$ cat config.mk
export PLATFORM = sky130hd
export DESIGN_NAME = axi_arbiter_rr_r
export DESIGN_NICKNAME = d
export VERILOG_FILES = /design/src/rtl/axi_arbiter_rr_r.sv
export SDC_FILE = /design/constraint.sdc
export NUM_CORES = 1
export LEC_CHECK = 0
export CAP_MARGIN = 15
export CORE_MARGIN = 2
export CORE_UTILIZATION = 46
export CTS_CLUSTER_DIAMETER = 50
export CTS_CLUSTER_SIZE = 40
export DETAILED_ROUTE_END_ITERATION = 6
export PLACE_DENSITY = 0.86
export SYNTH_ARGS = -nofsm -noshare
export SYNTH_HDL_FRONTEND = slang
export SYNTH_SLANG_ARGS = --single-unit
$ cat constraint.sdc
create_clock -name ACLK -period 3.1 [get_ports ACLK]
set_input_delay 0.775 -clock ACLK [delete_from_list [all_inputs] [get_ports ACLK]]
set_output_delay 0.775 -clock ACLK [all_outputs]
set_load 0.01 [all_outputs]
$ cat src/rtl/axi_arbiter_rr_r.sv
// Round-robin read-path arbiter: one-hot mux select with multi-outstanding tenures.
// Optional stall watchdog enabled by defining ARB_WATCHDOG_EN.
module axi_arbiter_rr_r #(
  parameter int NUM_MASTERS     = 4,
  parameter int MAX_OUTSTANDING = 4,
  parameter int WDT_CYCLES      = 256,
  localparam int IW = (NUM_MASTERS > 1) ? $clog2(NUM_MASTERS) : 1
) (
  input  logic                   ACLK,
  input  logic                   ARESETn,
  input  logic [NUM_MASTERS-1:0] m_arvalid,
  input  logic [NUM_MASTERS-1:0] m_arready,
  input  logic [NUM_MASTERS-1:0] m_rvalid,
  input  logic [NUM_MASTERS-1:0] m_rready,
  input  logic [NUM_MASTERS-1:0] m_rlast,
  output logic [NUM_MASTERS-1:0] m_rgrnt,
  output logic [NUM_MASTERS-1:0] m_ar_allow,
  output logic [IW-1:0]          grant_idx,
  output logic                   busy,
  output logic [3:0]             outstanding,
  output logic                   err_underflow,
  output logic                   wdt_timeout
);

  // state   | meaning
  // S_IDLE  | no owner, waiting for any ARVALID
  // S_GRANT | owner holds the mux until its reads drain
  typedef enum logic {S_IDLE, S_GRANT} state_t;

  localparam logic [3:0] MAX4 = 4'(MAX_OUTSTANDING);

  state_t                 r_state;
  logic [NUM_MASTERS-1:0] r_grnt;
  logic [IW-1:0]          r_idx;
  logic [IW-1:0]          r_ptr;
  logic                   r_busy;
  logic [3:0]             r_out;
  logic [3:0]             r_ten;
  logic                   r_unf;
  logic                   r_wdt;

  logic [IW-1:0]          w_win;
  logic                   w_found;
  int                     w_cand;
  logic [NUM_MASTERS-1:0] w_win_oh;
  logic [IW-1:0]          w_ptr_nx;
  logic                   w_ar_hs;
  logic                   w_rl_hs;
  logic                   w_rbeat;
  logic [3:0]             w_out_nx;
  logic [3:0]             w_ten_nx;
  logic                   w_rel_norm;
  logic                   w_wdt_fire;
  logic                   w_rel;

  assign m_rgrnt       = r_grnt;
  assign m_ar_allow    = r_grnt & {NUM_MASTERS{r_ten < MAX4}};
  assign grant_idx     = r_idx;
  assign busy          = r_busy;
  assign outstanding   = r_out;
  assign err_underflow = r_unf;
  assign wdt_timeout   = r_wdt;

  // Search upward from the pointer so the last owner is considered last.
  always_comb begin
    w_win   = '0;
    w_found = 1'b0;
    w_cand  = 0;
    for (int i = 0; i < NUM_MASTERS; i++) begin
      w_cand = int'(r_ptr) + i;
      if (w_cand >= NUM_MASTERS) w_cand = w_cand - NUM_MASTERS;
      if (!w_found && m_arvalid[w_cand]) begin
        w_found = 1'b1;
        w_win   = IW'(w_cand);
      end
    end
  end

  assign w_win_oh = {{(NUM_MASTERS-1){1'b0}}, 1'b1} << w_win;
  assign w_ptr_nx = (w_win == IW'(NUM_MASTERS-1)) ? '0 : w_win + 1'b1;

  assign w_ar_hs = r_busy & m_arvalid[r_idx] & m_arready[r_idx] & m_ar_allow[r_idx];
  assign w_rbeat = r_busy & m_rvalid[r_idx] & m_rready[r_idx];
  assign w_rl_hs = w_rbeat & m_rlast[r_idx];

  always_comb begin
    w_out_nx = r_out;
    if (w_ar_hs && !w_rl_hs)                      w_out_nx = r_out + 4'd1;
    else if (!w_ar_hs && w_rl_hs && r_out != 4'd0) w_out_nx = r_out - 4'd1;
  end

  assign w_ten_nx   = w_ar_hs ? r_ten + 4'd1 : r_ten;
  assign w_rel_norm = r_busy && (w_out_nx == 4'd0) && (!m_arvalid[r_idx] || w_ten_nx == MAX4);
  assign w_rel      = w_rel_norm | w_wdt_fire;

`ifdef ARB_WATCHDOG_EN
  logic [15:0] r_wdt_cnt;

  assign w_wdt_fire = r_busy && !w_ar_hs && !w_rbeat && (r_wdt_cnt == 16'(WDT_CYCLES - 1));

  always_ff @(posedge ACLK) begin
    if (!ARESETn || !r_busy || w_rel || w_ar_hs || w_rbeat) r_wdt_cnt <= '0;
    else                                                    r_wdt_cnt <= r_wdt_cnt + 16'd1;
  end
`else
  // WDT_CYCLES has no effect without the watchdog; this keeps it referenced.
  assign w_wdt_fire = 1'b0 & (WDT_CYCLES != 0);
`endif

  always_ff @(posedge ACLK) begin
    if (!ARESETn) begin
      r_state <= S_IDLE;
      r_grnt  <= '0;
      r_idx   <= '0;
      r_ptr   <= '0;
      r_busy  <= 1'b0;
      r_out   <= '0;
      r_ten   <= '0;
      r_unf   <= 1'b0;
      r_wdt   <= 1'b0;
    end else begin
      r_unf <= w_rl_hs && (r_out == 4'd0);
      r_wdt <= w_wdt_fire;
      if (r_state == S_IDLE || w_rel) begin
        if (w_found) begin
          r_state <= S_GRANT;
          r_grnt  <= w_win_oh;
          r_idx   <= w_win;
          r_ptr   <= w_ptr_nx;
          r_busy  <= 1'b1;
          r_out   <= '0;
          r_ten   <= '0;
        end else if (w_rel) begin
          r_state <= S_IDLE;
          r_grnt  <= '0;
          r_busy  <= 1'b0;
          r_out   <= '0;
          r_ten   <= '0;
        end
      end else begin
        r_out <= w_out_nx;
        r_ten <= w_ten_nx;
      end
    end
  end

endmodule

==> results of run 1 <==
-- worst min path at each step --
stage,from,end,slack [ns]
2_1_floorplan,r_ten[3],r_ten[3],0.44
3_3_place_gp,r_ten[3],r_ten[3],0.46
3_5_place_dp,r_ten[3],r_ten[3],0.47
4_1_cts,r_ten[3],r_ten[3],0.49
5_1_grt,r_ten[3],r_ten[3],0.52
6_report,r_ten[3],r_ten[3],0.50
-- through the flow --
stage	cells	power, uW
floorplan	158	463
global placement	235	590
detailed placement	235	604
CTS	239	753
global route	239	797
finish	239	756
-- cell families after synthesis --
| group | Yosys count |
|---|---|
| and+or+nand+nor | 61 |
| AOI/OAI and AO/OA | 45 |
| DFF | 18 |
| buffers and inverters | 18 |
| adders and majority gates | 7 |
| muxes | 7 |
| other | 1 |
| xor gates and xnor gates | 1 |
-- worst max-delay path, cell delays in order --
cell and delay, ns:
clkdlybuf4s50_1 0.46, mux4_2 0.53, o2111ai_4 0.14, buf_4 0.17
mux2i_1 0.09, o2bb2ai_2 0.20, o2111ai_2 0.18, a21oi_2 0.34
o22ai_1 0.15
-- layer usage --
layer / track usage (%) / up-vias / share of wire [%]
li1: - / 679 / -
met1: 27.5 / 658 / 40
met2: 44.5 / 68 / 50
met3: 3.69 / 5 / 7.9
met4: 11.6 / 0 / 1.5
met5: 0 / - / 0
-- layout make-up --
class / instances / area [um2]
clock buffers: 4 / 36.3
fillers: 231 / 893
inverters: 11 / 41.3
multi-input cells: 122 / 837
flip-flops and latches: 18 / 360
well taps: 31 / 38.8
repair buffers: 53 / 503
-- power by group through the flow --
stage | logic (uW) | registers (uW) | clock network (uW)
floorplan | 175 | 288 | 0
global placement | 292 | 298 | 0
detailed placement | 304 | 299 | 0
CTS | 306 | 294 | 153
global route | 336 | 300 | 162
finish | 306 | 295 | 156
-- synthesized netlist by cell type, drive strengths merged, types with 4 or more instances --
master   n
o21ai    5
nand3    4
nor2     6
buf      4
o22ai    7
mux2i    6
nand2   25
dfxtp   18
ha       7
a21oi   11
and2     6
inv     11
nand4    4
-- registers in the layout, indices dropped and copies added, names as in the netlist --
register and cells:
busy 1, err_underflow 1, grant_idx 2, m_rgrnt 4, outstanding 4, r_ptr 2
r_ten 4
==> reports/qor.yml, run 1 <==
setup_path:
  ff2ff_setup_slack_ns: 0.51
  critPathArrivalTime_ns: 3.05
  crit_path_end_kind: "register"
  crit_path_end: "m_rgrnt[0]"
  crit_start: "m_arvalid[0]"
  r2r-end: "m_rgrnt[0]"
  regToRegStartpoint: "grant_idx[0]"
  worstSetupStartpointType: "input pin"
  crit_path_max_fanout: 7
  path_class: "in -> reg"
  r2r_cells: 8
  critPathRequiredTime_ns: 3.29
clock_network:
  clk_latency_ns: 0.31
  cts_tree: "built"
  cts.sinks: 18
  cts_buffers: 3
  path_clk_slew_ns: 0.11
  clk_path_buf_depth: 2
  postCtsSetupBuffers: 0
  hold_buffers: 0
  h-tree-depth: 1
  cts.repair.resized: 0
  cts_root_buf: "clkbuf_4"
finish:
  final_cell_mix: "clkdlybuf4s50_1 (37), nand2_1 (25), dfxtp_1 (18)"
  fin_area_um2: 1820
  fin_nets: 238
  syn2layout_area_growth_pct: 41.4
  final_common_cell: "clkdlybuf4s50_1"
  drive_gt1_share_pct: 14.4
  antenna_cells: 0
  final_util_pct: 67.0
power_and_ir_drop:
  pwr-share-seq_pct: 39.0
  powerDensity_nw_per_um2: 416
  vdd_ir_drop_max_v: 0.000343
  comb_power_share_pct: 40.4
  cellInternalPower_uw: 495
  switching_share_pct: 34.6
  clock_power_share_pct: 20.6
  p_leak_uw: 0.000710
  p_switching_uw: 262
sta:
  holdWs_ns: 0.496
  fmax_ghz: 0.350
  slew_violations: 0
  setup_violations: 0
  setup_ws_ns: 0.243
  finalHoldViolations: 0
  min_period_ns: 2.86
  rsz0062_at_grt: "false"
  slew_headroom_pct: 66.7
  worst_pin_slew_ns: 0.495
  period_share_pct: 92.2
  finalSetupTns_ns: 0
  fin_worst_skew_ns: 0.00523
yosys:
  synthDistinctLibCells: 48
  synthXorXnorAreaFrac_pct: 0.682
  yosysTopAreaCellShare_pct: 28.0
  synth_top_cell_by_area: "dfxtp_1"
  syn_inst: 158
  synth_area_leaders: "dfxtp_1 (28%), nand2_1 (7.3%), ha_1 (6.8%)"
  syn_area_um2: 1280
  async_flop_share_pct: 0
  post_synth_mux_area_share_pct: 6.43
  synth_top_family_by_area: "compound AO/OA/AOI/OAI gates"
  ys_warn_count: 0
  yosys.area_share.simple_pct: 24.2
  synth-compound-area-share_pct: 26.7
  ys.flop_type: "dfxtp_1"
  avgSynthCellArea_um2: 8.13
  ys_ff_latch: 18
  syn_nets: 187
  synth_edf_count: 0
  synth_fa_ha_area_share_pct: 6.82
  synth-seq-area-share_pct: 28.0
floorplan:
  io_pins: 39
  die_w_um: 56.9
  chipHeight_um: 56.9
  dieArea_um2: 3230
  rows: 19
  core_um2: 2710
  initial_core_util_pct: 47.4
drt:
  first_pass_iters: 4
  vias: 1410
  drt-initial-drc-count: 45
  wl_per_cell_um: 15.5
  avgViaCountPerCell: 5.90
  ant_nets: 0
  wl_um: 3710
  drc: 0
placed_design:
  post_dp_cell_area_um2: 1780
  portBuffers: 37
  dp_hpwl_um: 2870
  gp_congestion: 0.910
  pre_cts_ws_ns: -0.0690
status:
  status: "completed"
global_route:
  grt_antenna_before_repair: 0
  grt_first_pass_wirelength_um: 6280
  grt_max_degree: 23
  grt_pass1_vias: 1444
  grt_use_total_pct: 24.4
  grt-ovfl-total: 0
worst_hold_path:
  hold_path.class: "reg -> reg"
  hold-path-cell-count: 2
job:
  drv_cap: 0
No activity file was read; power rests on OpenSTA's default activity.
==> inputs of run 2 (changes only) <==
CTS_CLUSTER_DIAMETER = 100   (was 50)
==> results of run 2 <==
Same layout as run 1: the final DEF is identical, and so are final timing and power.
